[config.mk]
export PLATFORM = sky130hd
export DESIGN_NAME = blob_bbox
export DESIGN_NICKNAME = d
export VERILOG_FILES = /design/src/rtl/blob_bbox.sv
export SDC_FILE = /design/constraint.sdc
export NUM_CORES = 1
export LEC_CHECK = 0
export BUFFER_PORTS_ARGS = -buffer_cell sky130_fd_sc_hd__buf_2
export CORE_MARGIN = 8
export CORE_UTILIZATION = 50
export DETAILED_ROUTE_END_ITERATION = 7
export PLACE_DENSITY_LB_ADDON = 0.15
export SYNTH_ARGS = -nofsm -noshare
export SYNTH_HDL_FRONTEND = slang
export SYNTH_SLANG_ARGS = --single-unit
[constraint.sdc]
create_clock -name clock -period 6.2 [get_ports clock]
set_input_delay 0.31 -clock clock [delete_from_list [all_inputs] [get_ports clock]]
set_output_delay 0.31 -clock clock [all_outputs]
set_load 0.02 [all_outputs]
[src/rtl/blob_bbox.sv]
// Bounding box and population tracker for a single-bit raster mask stream.
// Publishes one registered result set per frame with a one-cycle valid pulse.
module blob_bbox #(
  parameter int unsigned CW = 32
) (
  input  logic          clock,
  input  logic          reset_n,
  input  logic [15:0]   width,
  input  logic [15:0]   height,
  input  logic          restart,
  input  logic          in_write,
  input  logic          in_pixel,
  output logic          out_valid,
  output logic          out_found,
  output logic [15:0]   out_xmin,
  output logic [15:0]   out_xmax,
  output logic [15:0]   out_ymin,
  output logic [15:0]   out_ymax,
  output logic [CW-1:0] out_count
);

  typedef enum logic {IDLE, ACTIVE} state_t;

  state_t        state;
  logic [15:0]   wr, hr, x, y;
  logic          acc_found;
  logic [15:0]   acc_xmin, acc_xmax, acc_ymin, acc_ymax;
  logic [CW-1:0] acc_count;

  logic [15:0]   cur_x, cur_y, cur_w, cur_h;
  logic          accept, hit, x_end, last;
  logic          n_found;
  logic [15:0]   n_xmin, n_xmax, n_ymin, n_ymax;
  logic [CW-1:0] n_count;

  // The first pixel of a frame is seen in IDLE: it sits at (0,0) and uses
  // the live width/height, so a 1x1 frame can complete on that same edge.
  always_comb begin
    cur_x   = (state == ACTIVE) ? x  : '0;
    cur_y   = (state == ACTIVE) ? y  : '0;
    cur_w   = (state == ACTIVE) ? wr : width;
    cur_h   = (state == ACTIVE) ? hr : height;
    accept  = in_write && !restart &&
              ((state == ACTIVE) || ((width != '0) && (height != '0)));
    hit     = accept && in_pixel;
    x_end   = (cur_x == cur_w - 16'd1);
    last    = x_end && (cur_y == cur_h - 16'd1);
    n_found = acc_found | hit;
    n_xmin  = (hit && (cur_x < acc_xmin)) ? cur_x : acc_xmin;
    n_xmax  = (hit && (cur_x > acc_xmax)) ? cur_x : acc_xmax;
    n_ymin  = (hit && (cur_y < acc_ymin)) ? cur_y : acc_ymin;
    n_ymax  = (hit && (cur_y > acc_ymax)) ? cur_y : acc_ymax;
    n_count = (hit && (acc_count != '1)) ? acc_count + CW'(1) : acc_count;
  end

  always_ff @(posedge clock or negedge reset_n) begin
    if (!reset_n) begin
      state     <= IDLE;
      wr        <= '0;
      hr        <= '0;
      x         <= '0;
      y         <= '0;
      acc_found <= 1'b0;
      acc_xmin  <= '1;
      acc_xmax  <= '0;
      acc_ymin  <= '1;
      acc_ymax  <= '0;
      acc_count <= '0;
      out_valid <= 1'b0;
      out_found <= 1'b0;
      out_xmin  <= '0;
      out_xmax  <= '0;
      out_ymin  <= '0;
      out_ymax  <= '0;
      out_count <= '0;
    end else begin
      out_valid <= 1'b0;
      if (restart || (accept && last)) begin
        // Both abandon and completion return to a clean IDLE; only the
        // completion path publishes.
        state     <= IDLE;
        x         <= '0;
        y         <= '0;
        acc_found <= 1'b0;
        acc_xmin  <= '1;
        acc_xmax  <= '0;
        acc_ymin  <= '1;
        acc_ymax  <= '0;
        acc_count <= '0;
        if (!restart) begin
          out_valid <= 1'b1;
          out_found <= n_found;
          out_xmin  <= n_found ? n_xmin : '0;
          out_xmax  <= n_found ? n_xmax : '0;
          out_ymin  <= n_found ? n_ymin : '0;
          out_ymax  <= n_found ? n_ymax : '0;
          out_count <= n_count;
        end
      end else if (accept) begin
        state     <= ACTIVE;
        acc_found <= n_found;
        acc_xmin  <= n_xmin;
        acc_xmax  <= n_xmax;
        acc_ymin  <= n_ymin;
        acc_ymax  <= n_ymax;
        acc_count <= n_count;
        if (state == IDLE) begin
          wr <= width;
          hr <= height;
        end
        if (x_end) begin
          x <= '0;
          y <= cur_y + 16'd1;
        end else begin
          x <= cur_x + 16'd1;
        end
      end
    end
  end

endmodule

* Word level (Yosys, flattened, before mapping) *
Index checks and enable logic that the tools add are counted.

storage, ports and cells
  input bits = 37
  logic and storage cells = 89
  output and inout bits = 98
  register bits after elaboration = 260

operators by class
  bitwise logic cells = 3
  reductions and logical operators = 21
  $add $sub $neg = 5
  order comparisons = 4
  multiplexer cells = 35
  eq/ne operators = 3

operators with widths
  operator                                                               count
  16-bit two-way mux                                                     26
  32-bit two-way mux                                                     3
  16-bit by 1-bit adder with 16-bit output (second input constant)       2
  32-bit by 1-bit adder with 32-bit output (second input constant)       1
  16-bit == test                                                         2
  16-bit > comparator                                                    2
  16-bit less-than comparator                                            2
  32-bit != test (second input constant)                                 1
  16-bit nonzero test                                                    2
  16-bit by 1-bit subtractor with 16-bit output (second input constant)  2
  1-bit logical AND                                                      11
  1-bit two-way mux                                                      6
  2-bit AND reduction                                                    3
  2-bit nonzero test                                                     2
  1-bit logical OR                                                       2
  1-bit NOT                                                              2
  1-bit logical NOT                                                      1
  1-bit bitwise OR                                                       1

* Depth between registers and ports, before layout *
Gate-level depths: netlist of run 1.

  word-level depth = 9
  mapped depth = 22
  mapped depth without buffers = 12

* Least setup slack after synthesis of run 1 *
No wires, ideal clock.

  kind = reg-to-reg
  start = register state
  end = register acc_ymin[10]
  setup slack = 1219 ps
  arrival time = 4896 ps
  cell stages (with the launch flop) = 22
  setup time = 85 ps
  clock period less this slack = 4981 ps
  data required time = 6115 ps
  path through = dfrtp_1 buf_6 buf_2 buf_2 buf_2 buf_2 buf_1 clkbuf_1 buf_1 mux2i_1 ha_1 nor4b_1 a31oi_1 nor4_1 and4b_1 a211o_1 nand3_1 o21ai_1 buf_2 nor2_1 buf_2 a2bb2oi_2

between the ends
  word-level cells in the longest chain between the ends = 7
  elaborated cells on any way between the ends = 20
  those cells by class = add/sub (2); order compare (1); eq/ne (2); mux (7); reduce/logical (8)

RTL lines
  what                                                                         RTL line  RTL
  start: declaration                                                           24        state_t state;
  start signal: assignment                                                     58        state <= IDLE;
  start signal: assignment                                                     81        state <= IDLE;
  start signal: assignment                                                     100       state <= ACTIVE;
  16-bit two-way mux or 1-bit logical OR (tied branches)                       -
  16-bit by 1-bit subtractor with 16-bit output, or another cell as far along  46        x_end = (cur_x == cur_w - 16'd1);
  16-bit == test, or another cell as far along                                 46
  1-bit logical AND, on equally long branches                                  47, 51
  1-bit logical AND or 16-bit two-way mux (tied branches)                      78, 51
  1-bit logical OR or 16-bit two-way mux (tied branches)                       78, 99
  16-bit two-way mux or 2-bit nonzero test (tied branches)                     -
  end signal: assignment                                                       104       acc_ymin <= n_ymin;
  end: declaration                                                             27        logic [15:0] acc_xmin, acc_xmax, acc_ymin, acc_ymax;

Several ways; a longest one is shown, not always the timed one. The select of a mux whose other input is x is not followed.
A chain may end at the register's enable or synchronous reset.

* Final worst setup path of run 1 *
  start = register state
  end = register hr[12]

between the ends
  word-level cells in the longest chain between the ends = 8
  elaborated cells on any way between the ends = 15
  those cells by class = add/sub (2); eq/ne (2); mux (4); bitwise (1); reduce/logical (6)

RTL lines
  what                                                                     RTL line  RTL
  16-bit two-way mux                                                       -
  16-bit by 1-bit subtractor with 16-bit output, on equally long branches  46, 47
  16-bit == test, on equally long branches                                 46, 47
  1-bit logical AND                                                        47        last = x_end && (cur_y == cur_h - 16'd1);
  1-bit logical AND                                                        78        if (restart || (accept && last)) begin
  1-bit logical OR                                                         78
  1-bit NOT (no source line)                                               -
  2-bit AND reduction (no source line)                                     -
  end signal: assignment                                                   109       hr <= height;
  end: declaration                                                         25        logic [15:0] wr, hr, x, y;

Several ways; a longest one is shown, not always the timed one.

==> summary.txt, run 1 <==
Die Area: 35050 µm²
Commonest cells post-synth: dfrtp_1 (228), nand2_1 (178), inv_1 (111)
R2r worst-path depth: 9
Critical Path Fanout Max: 46
Post-CTS Setup Inserts: 0
Top-count cell post-synth: dfrtp_1
Remaining global-route overflow: 0
RD Place Congestion: 0.8889
Slew Limit Fails: 0
Top-area cell type share of the netlist area: 0.3892
Reg-to-reg endpoint: hr[12]$_DFFE_PN0P_
Cell taking the most area after synthesis: dfrtp_1
Reg2reg start: state$_DFFE_PN0P_
Syn Area/Cell: 9.702 µm²
Hold Fails Final Rpt: 0
Fill cells: 2584
Max clock buf depth: 3
Number of nets with antenna violations after routing: 0
TritonCTS Sinks: 260
1st-pass router iterations: 5
Setup crit start: state$_DFFE_PN0P_
RSZ-0062 raised after global routing: no
Diode count: 0
Cts hold-fix bufs: 1
Main flop type after synthesis: dfrtp_1
Dpl hpwl: 27490 µm
Vias: 11560
FF-to-FF setup slack: 1000 ps
Sum of negative setup slack: 0 ps
Initial antenna violation count: 0
Clock Latency Late Sink: 570 ps
Pwr per Cell Area: 240.7 nW/µm²
Layout cells sized above 1: 0.1761
Fin crit share: 0.8384
Starting Density: 0.5093
WL final: 37660 µm
Area contributors post-synth: dfrtp_1 (39%), dfstp_2 (5.7%), ha_1 (5.7%)
Warnings, synthesis: 0
Final clock skew: 27.84 ps
Largest net degree at the start of global routing: 145
Syn Std Cell Area: 14660 µm²
Hold Crit Start: width[15]
I/O Buffers: 134
Worst Hold Endpoint: wr[15]$_DFFE_PN0P_
Status: complete, no violations
Area of the multi-input gates: 7279 µm²
Global-route wire length before repair: 62530 µm
Post-synthesis cell count: 1511
Cell total after placement: 1974
Sequential element share of the synthesized area: 0.4466
Final Setup Violations: 0
Worst Tran Pin Value: 1145 ps
Synth-to-layout area growth: 12.78%
Post-synth EDFFs: 0
Final routed DRC violation total: 0
CP arrival: 5620 ps
Vias/cell: 5.707
Syn Nets: 1615
Final Non-Filler Cells: 2025
Total GRT Usage: 0.2131
FF+latch area: 6550 µm²
Drt wl/cell: 18.60 µm
Drt first-iter violations: 804
NumNets Final: 1725
Area of the core: 28780 µm²
Total power: 3.980 mW
Startpoint Class: register
TritonCTS Buffers: 28
Max Freq: 192.4 MHz
CTS tree: built
Hold Path Stages: 2
P_leak: 8.085 nW
# IOs: 135
Die X: 187.2 µm
Worst hold path class: input port to register
Max-capacitance violation count: 0
Root Driver: clkbuf_16
Relative slew slack: 0.2366
Die H: 187.2 µm
Setup crit end kind: register
Clock slew at the register clock pins of the worst setup and hold paths: 60 ps
Number of global-route vias before repair: 11410
Synth Register Bits: 260
Worst EP required: 6630 ps
# rows: 62
H-tree Lvls: 1
Ys async rst share: 1.000
Kind of critical path: register to register
Max VDD drop: 184.6 µV
Distinct cells, synth: 71
CTS resizes: 0
Post-layout minimum cycle time: 5198 ps
## metal layers
metal / vias up / GRT usage / wire length (µm)
met3: 41 / 0.03281 / 2082
met4: 0 / 0.03879 / 565
li1: 5575 / - / -
met2: 288 / 0.3190 / 16160
met1: 5653 / 0.3227 / 18860
met5: - / 0 / 0
## metrics by stage
step           area, µm²    util  worst slack (ps)  hold slack (ps)
6_report           16530  0.5744              1002            28.52
3_3_place_gp       15540  0.5401              1237            455.0
4_1_cts            16530  0.5744              1069            12.05
2_1_floorplan      14660       -              1219            14.41
3_5_place_dp       15540  0.5401              1085            446.5
5_1_grt            16530  0.5744             623.4            27.71
## cells by family after synthesis
group,Yosys count,share of synthesized area
mux,108,0.07596
buf+inv,183,0.05778
xor+xnor,89,0.05317
simple gates,471,0.1580
flops,260,0.4466
fa+ha+maj,67,0.05719
compound gates,333,0.1513
## cell usage in the layout, fill, tap and decap left out, types with 11 or more instances in the layout
master / synthesis / final
ha_1: 67 / 67
nand2_1: 178 / 178
o21ai_0: 60 / 59
dfstp_2: 32 / 32
xor2_1: 35 / 35
inv_1: 111 / 111
buf_4: 0 / 15
nor3_1: 34 / 34
nor2_1: 85 / 85
or3_1: 18 / 17
mux2i_1: 82 / 82
xnor2_1: 54 / 54
nand3_1: 28 / 28
nand4_1: 29 / 29
buf_2: 14 / 133
mux2_2: 26 / 26
dfrtp_1: 228 / 227
o2bb2ai_1: 15 / 15
a32o_1: 11 / 11
o21ai_1: 95 / 95
a2bb2oi_1: 11 / 11
a21oi_1: 44 / 43
and3_1: 20 / 20
a2bb2oi_2: 20 / 20
o22ai_1: 18 / 18
nor4_1: 19 / 19
clkbuf_16: 0 / 28
## sequential cells by signal (all words and copies together) (netlist names)
register   count
out_valid      1
out_count     32
acc_ymax      16
out_xmin      16
out_ymin      16
out_xmax      16
x             16
wr            16
acc_ymin      16
acc_found      1
acc_xmax      16
out_ymax      16
hr            16
acc_xmin      16
state          1
y             16
out_found      1
acc_count     32
## power breakdown
| group | internal [mW] | total [mW] | switching (mW) |
|---|---|---|---|
| logic | 0.168 | 0.389 | 0.221 |
| registers | 1.75 | 1.82 | 0.0651 |
| clock network | 1.07 | 1.77 | 0.700 |
| total | 2.99 | 3.98 | 0.986 |
## how the worst max path moves through the flow
stage                                            to
final                            hr[12]$_DFFE_PN0P_
after global routing      out_count[23]$_DFFE_PN0P_
after CTS                        hr[12]$_DFFE_PN0P_
after detailed placement          hr[7]$_DFFE_PN0P_
after global placement           hr[11]$_DFFE_PN0P_
after floorplan            acc_ymin[10]$_DFFE_PN1P_
## critical path, cell delays in order (launching register included)
cell	delay (ps)
dfrtp_4	660
or4_1	570
a222oi_1	900
nor4b_1	440
xnor2_1	190
nand4_1	160
nor4_2	490
a31oi_1	320
nand2_1	890
mux2_2	420
## final cells by class
type | count | area share
sequential | 260 | 0.3962
timing repair buffer | 151 | 0.04980
clock buffer | 42 | 0.04919
tap | 384 | 0.02906
inverter | 112 | 0.02543
clock inverter | 8 | 0.009990
multi-input combinational | 1068 | 0.4403
Power figures use the tool's default switching activity.
==> inputs of run 2 (changes only) <==
==> constraint.sdc (replaced) <==
create_clock -name clock -period 4.6 [get_ports clock]
set_input_delay 0.23 -clock clock [delete_from_list [all_inputs] [get_ports clock]]
set_output_delay 0.23 -clock clock [all_outputs]
set_load 0.02 [all_outputs]
==> run 2 against run 1 <==
Compared with the run above:
- critical path type unchanged
- die area is the same
- critical path depth grew 4
- global-route usage shrank 0.070 points
- cell area grew 1.8%
- via count grew 1.3%
- register-to-register slack lost 560 ps
- wire length grew 0.54%
- largest cell class unchanged
- hold slack gained 45 ps
- combinational power grew 43%
==> summary.txt, run 2 (synthesis results as in run 1) <==
RSZ-0062 raised after global routing: no (unchanged)
CP peak stage delay: 570 ps (was 900 ps)
Pwr per Cell Area: 309.5 nW/µm² (was 240.7 nW/µm²)
Crit-path cells: buf_4, mux2i_1, ha_1, nor4b_1, a31oi_1, nor4_2, and4b_1, a211o_1, nand3_1, or3_4, buf_12, nand2_1, o21ai_1 (was or4_1, a222oi_1, nor4b_1, xnor2_1, nand4_1, nor4_2, a31oi_1, nand2_1, mux2_2)
Initial antenna violation count: 0 (unchanged)
P_leak: 8.222 nW (was 8.085 nW)
Die Area: 35050 µm² (unchanged)
Drt wl/cell: 18.30 µm (was 18.60 µm)
WL met3: 2302 µm (was 2082 µm)
Largest net degree at the start of global routing: 136 (was 145)
Sum of negative setup slack: 0 ps (unchanged)
Largest registers: acc_count x32, out_count x32 (unchanged)
FF-to-FF setup slack: 450 ps (was 1000 ps)
Reg-to-reg endpoint: out_count[31]$_DFFE_PN0P_ (was hr[12]$_DFFE_PN0P_)
Most frequent cells in the layout: dfrtp_1 (227), nand2_1 (178), buf_2 (133) (unchanged)
Diode count: 0 (unchanged)
Max Freq: 240.7 MHz (was 192.4 MHz)
Worst Tran Pin Value: 1055 ps (was 1145 ps)
CTS tree: built (unchanged)
CP max stage cell: dfrtp_4 (was a222oi_1)
Reg2reg start: state$_DFFE_PN0P_ (unchanged)
CTS resizes: 0 (unchanged)
Die X: 187.2 µm (unchanged)
Post-layout minimum cycle time: 4154 ps (was 5198 ps)
Clock slew at the register clock pins of the worst setup and hold paths: 60 ps (about the same)
I/O Buffers: 134 (unchanged)
Final Setup Violations: 0 (unchanged)
Max-capacitance violation count: 0 (unchanged)
Clock Latency Late Sink: 570 ps (about the same)
Kind of critical path: register to register (unchanged)
TritonCTS Buffers: 29 (was 28)
Layout cells sized above 1: 0.1810 (was 0.1761)
Max clock buf depth: 3 (unchanged)
Post-CTS Setup Inserts: 0 (unchanged)
Worst EP required: 5070 ps (was 6630 ps)
Vias: 11710 (was 11560)
Root Driver: clkbuf_16 (unchanged)
Max VDD drop: 270.2 µV (was 184.6 µV)
Number of global-route vias before repair: 11500 (was 11410)
Final clock skew: 14.64 ps (was 27.84 ps)
Dpl hpwl: 27440 µm (was 27490 µm)
Critical Path Fanout Max: 129 (was 46)
Fill cells: 2521 (was 2584)
WL final: 37870 µm (was 37660 µm)
Remaining global-route overflow: 0 (unchanged)
Relative slew slack: 0.2967 (was 0.2366)
Setup crit end kind: register (unchanged)
Vias/cell: 5.659 (was 5.707)
1st-pass router iterations: 5 (unchanged)
Startpoint Class: register (unchanged)
# IOs: 135 (unchanged)
RD Place Congestion: 0.8891 (was 0.8889)
Setup crit start: state$_DFFE_PN0P_ (unchanged)
Starting Density: 0.5093 (unchanged)
Fin crit share: 0.9031 (was 0.8384)
NumNets Final: 1766 (was 1725)
Global-route wire length before repair: 62200 µm (was 62530 µm)
# rows: 62 (unchanged)
Number of nets with antenna violations after routing: 0 (unchanged)
Total GRT Usage: 0.2124 (was 0.2131)
M1 wire length: 18650 µm (was 18860 µm)
Hold WS: 73.32 ps (was 28.52 ps)
CP arrival: 4630 ps (was 5620 ps)
Max layer used: met4 (unchanged)
Slew Limit Fails: 0 (unchanged)
Area of the core: 28780 µm² (unchanged)
Commonest non-fill, non-tap cell in the layout: dfrtp_1 (unchanged)
R2r worst-path depth: 13 (was 9)
Drt first-iter violations: 812 (was 804)
TritonCTS Sinks: 260 (unchanged)
Status: complete, no violations (unchanged)
Final routed DRC violation total: 0 (unchanged)
Hold Fails Final Rpt: 0 (unchanged)
Crit path to: out_count[31]$_DFFE_PN0P_ (was hr[12]$_DFFE_PN0P_)
H-tree Lvls: 1 (unchanged)
Worst hold path class: input port to register (unchanged)
Synth-to-layout area growth: 14.79% (was 12.78%)
Die H: 187.2 µm (unchanged)
Routed wl met2: 16320 µm (was 16160 µm)
-- run 2: cell type report --
cell class	instances	area, µm²	area share
timing repair buffer	191	1199	0.07123
sequential	260	6550	0.3892
tap	384	480.5	0.02855
clock buffer	42	784.5	0.04662
inverter	112	420.4	0.02498
multi-input combinational	1068	7286	0.4330
clock inverter	12	107.6	0.006395
-- run 2: worst min-delay path by stage --
stage,from,to,slack [ps],cells after the start
2_1_floorplan,reset_n,acc_count[0]$_DFFE_PN0P_,-70,0
3_3_place_gp,reset_n,out_ymax[13]$_DFFE_PN0P_,450,1
3_5_place_dp,reset_n,out_count[18]$_DFFE_PN0P_,450,1
4_1_cts,width[1],wr[1]$_DFFE_PN0P_,60,3
5_1_grt,height[1],hr[1]$_DFFE_PN0P_,90,3
6_report,width[1],wr[1]$_DFFE_PN0P_,70,3
-- run 2: timing repair --
action | 4_1_cts | 5_1_grt
hold buffers | 26 | 0
endpoints found under the hold margin | 147 | 0
endpoints found under the setup margin | 0 | 0
-- run 2: where the power goes --
| group | switching (mW) | leakage (nW) | internal, mW |
|---|---|---|---|
| logic | 0.311 | 4.34 | 0.247 |
| clock network | 0.954 | 0.430 | 1.25 |
| registers | 0.0839 | 3.45 | 2.37 |
| total | 1.35 | 8.22 | 3.86 |
-- run 2: through the flow --
stage | worst slack [ps] | std cells | instance area (µm²) | util | power, mW
2_1_floorplan | 14.67 | 1511 | 14670 | - | 2.845
3_3_place_gp | 567.4 | 1989 | 15680 | 0.5446 | 3.014
3_5_place_dp | 513.6 | 1989 | 15680 | 0.5446 | 3.028
4_1_cts | 481.4 | 2069 | 16830 | 0.5847 | 5.260
5_1_grt | 115.8 | 2069 | 16830 | 0.5847 | 5.428
6_report | 445.7 | 2069 | 16830 | 0.5847 | 5.208
-- run 2: routing by layer --
layer	vias up	GRT usage
li1	5654	-
met1	5696	0.3161
met2	316	0.3207
met3	43	0.03710
met4	0	0.04062
met5	-	0
-- run 2: worst max-delay path, delay by kind of cell, from the launching register on --
family | cells | cell delay, ps
compound gates | 3 | 650
mux | 1 | 280
simple gates | 6 | 1480
fa+ha+maj | 1 | 250
flops | 1 | 570
buf+inv | 2 | 760
==> inputs of run 3 (changes only) <==
--- a/config.mk
+++ b/config.mk
@@ -10,6 +10,7 @@
 export CORE_UTILIZATION = 50
 export DETAILED_ROUTE_END_ITERATION = 7
 export PLACE_DENSITY_LB_ADDON = 0.15
+export RECOVER_POWER = 25
 export SYNTH_ARGS = -nofsm -noshare
 export SYNTH_HDL_FRONTEND = slang
 export SYNTH_SLANG_ARGS = --single-unit
==> run 3 against run 2 <==
Compared with the run above:
- core utilization fell by 0.096 points
- register-to-register slack worse by 20 ps
- critical endpoint is now out_ymin[8]$_DFFE_PN0P_
- via count down 0.36%
- largest cell class unchanged
- fmax decreased by 0.48%
- sequential share of layout area grew 0.064 points
- global-route usage unchanged
- non-clock buffer count did not move
==> summary.txt, run 3 (synthesis results as in run 1) <==
Drt wl/cell: 18.35 µm (was 18.30 µm)
NumNets Final: 1766 (unchanged)
Slew Limit Fails: 0 (unchanged)
RSZ-0062 raised after global routing: no (unchanged)
Area of the core: 28780 µm² (unchanged)
Drt first-iter violations: 811 (was 812)
Kind of critical path: register to register (unchanged)
Synth-to-layout area growth: 14.60% (was 14.79%)
Die X: 187.2 µm (unchanged)
Vias: 11670 (was 11710)
Final routed DRC violation total: 0 (unchanged)
Hold Fails Final Rpt: 0 (unchanged)
Pwr per Cell Area: 310.1 nW/µm² (was 309.5 nW/µm²)
Clock slew at the register clock pins of the worst setup and hold paths: 60 ps (about the same)
Logic pwr share: 0.107 (about the same)
Largest registers: acc_count x32, out_count x32 (unchanged)
Switching power: 1.350 mW (was 1.349 mW)
Relative slew slack: 0.2957 (was 0.2967)
Vias/cell: 5.639 (was 5.659)
P_leak: 8.124 nW (was 8.222 nW)
H-tree Lvls: 1 (unchanged)
Sequential share of power: 0.470 (about the same)
Remaining global-route overflow: 0 (unchanged)
Status: complete, no violations (unchanged)
Global-route wire length before repair: 62200 µm (unchanged)
Most frequent cells in the layout: dfrtp_1 (227), nand2_1 (178), inv_1 (111), buf_2 (111), o21ai_1 (96) (was dfrtp_1 (227), nand2_1 (178), buf_2 (133))
Layout cells sized above 1: 0.1680 (was 0.1810)
Die H: 187.2 µm (unchanged)
Post-layout minimum cycle time: 4174 ps (was 4154 ps)
Dpl hpwl: 27440 µm (unchanged)
Final clock skew: 17.74 ps (was 14.64 ps)
Diode count: 0 (unchanged)
Max VDD drop: 269.7 µV (was 270.2 µV)
1st-pass router iterations: 5 (unchanged)
Max clock buf depth: 3 (unchanged)
Startpoint Class: register (unchanged)
Commonest non-fill, non-tap cell in the layout: dfrtp_1 (unchanged)
TritonCTS Buffers: 29 (unchanged)
Sum of negative setup slack: 0 ps (unchanged)
Switching share of power: 0.2592 (was 0.2590)
Clock Latency Late Sink: 570 ps (about the same)
Final Setup Violations: 0 (unchanged)
WL final: 37960 µm (was 37870 µm)
Starting Density: 0.5093 (unchanged)
Post-DP Area: 15680 µm² (unchanged)
Root Driver: clkbuf_16 (unchanged)
Largest net degree at the start of global routing: 136 (unchanged)
# rows: 62 (unchanged)
RD Place Congestion: 0.8891 (unchanged)
Number of global-route vias before repair: 11500 (unchanged)
Worst EP required: 5010 ps (was 5070 ps)
Setup crit end kind: register (unchanged)
Max-capacitance violation count: 0 (unchanged)
Total GRT Usage: 0.2124 (unchanged)
Max Freq: 239.6 MHz (was 240.7 MHz)
CTS tree: built (unchanged)
I/O Buffers: 134 (unchanged)
Clock network power share: 0.423 (was 0.422)
Hold WS: 74.03 ps (was 73.32 ps)
Initial antenna violation count: 0 (unchanged)
CP arrival: 4590 ps (was 4630 ps)
TritonCTS Sinks: 260 (unchanged)
Critical Path Fanout Max: 129 (unchanged)
Cell-internal power: 3.859 mW (about the same)
Die Area: 35050 µm² (unchanged)
Worst Tran Pin Value: 1057 ps (was 1055 ps)
Final non-filler cell area: 16800 µm² (was 16830 µm²)
# IOs: 135 (unchanged)
Number of nets with antenna violations after routing: 0 (unchanged)
Worst hold path class: input port to register (unchanged)
Fin crit share: 0.9074 (was 0.9031)
[run 3: cell types whose count changed in the layout (fill, tap and decap cells not counted)]
cell and delta:
buf_2 -22, clkbuf_1 +22
[run 3: per-layer routing]
metal	vias to the layer above	track usage	wire, µm	part of all wire
met4	0	0.04062	595	0.016
met2	293	0.3207	16280	0.43
met5	-	0	0	0
met3	43	0.03710	2202	0.058
li1	5640	-	-	-
met1	5691	0.3161	18880	0.50
[run 3: power by group through the flow]
stage	logic [mW]	registers (mW)	clock network [mW]
2_1_floorplan	0.384	2.46	0
3_3_place_gp	0.529	2.49	0
3_5_place_dp	0.541	2.49	0
4_1_cts	0.561	2.45	2.25
5_1_grt	0.618	2.46	2.35
6_report	0.558	2.45	2.20
[run 3: repair_timing]
item | CTS | global route
endpoints found under the hold margin | 147 | 0
buffers inserted | 0 | 0
gates resized for setup | 0 | 0
hold buffers | 26 | 0
[run 3: path summary, 6_finish.rpt]
check	endpoint	depth (start not counted)	startpoint	slack (ps)
worst max register to register	out_ymin[8]$_DFFE_PN0P_	11	state$_DFFE_PN0P_	430
worst max-delay path	out_ymin[8]$_DFFE_PN0P_	11	state$_DFFE_PN0P_	430
max in group asynchronous	acc_ymin[2]$_DFFE_PN1P_	3	reset_n	3100
worst min register to register	out_found$_DFFE_PN0P_	2	out_found$_DFFE_PN0P_	470
min in group asynchronous	out_ymax[13]$_DFFE_PN0P_	2	reset_n	380
worst min-delay path	wr[1]$_DFFE_PN0P_	3	width[1]	70
[run 3: cell type report]
class	count	area [µm²]
multi-input cells	1068	7286
inverters	112	420.4
fillers	2529	11980
clock inverters	12	107.6
well taps	384	480.5
repair buffers	191	1171
flip-flops and latches	260	6550
clock buffers	42	784.5
[run 3: metrics by stage]
| stage | utilization | power (mW) | std cells | setup WS [ps] |
|---|---|---|---|---|
| final | 0.5837 | 5.209 | 2069 | 425.8 |
| after global routing | 0.5837 | 5.428 | 2069 | 115.8 |
| after CTS | 0.5847 | 5.260 | 2069 | 481.4 |
| after detailed placement | 0.5446 | 3.028 | 1989 | 513.6 |
| after global placement | 0.5446 | 3.014 | 1989 | 567.4 |
| after floorplan | - | 2.845 | 1511 | 14.67 |
[run 3: worst max-delay path: stages, from the launching register on]
cell and delay, ps:
dfrtp_4 570, buf_4 330, or4b_2 670, a222oi_1 530, o21ai_0 250, nor3_1 240
o22a_1 280, nand3_1 150, or3_4 430, buf_12 260, nand2_1 150, o21ai_1 70
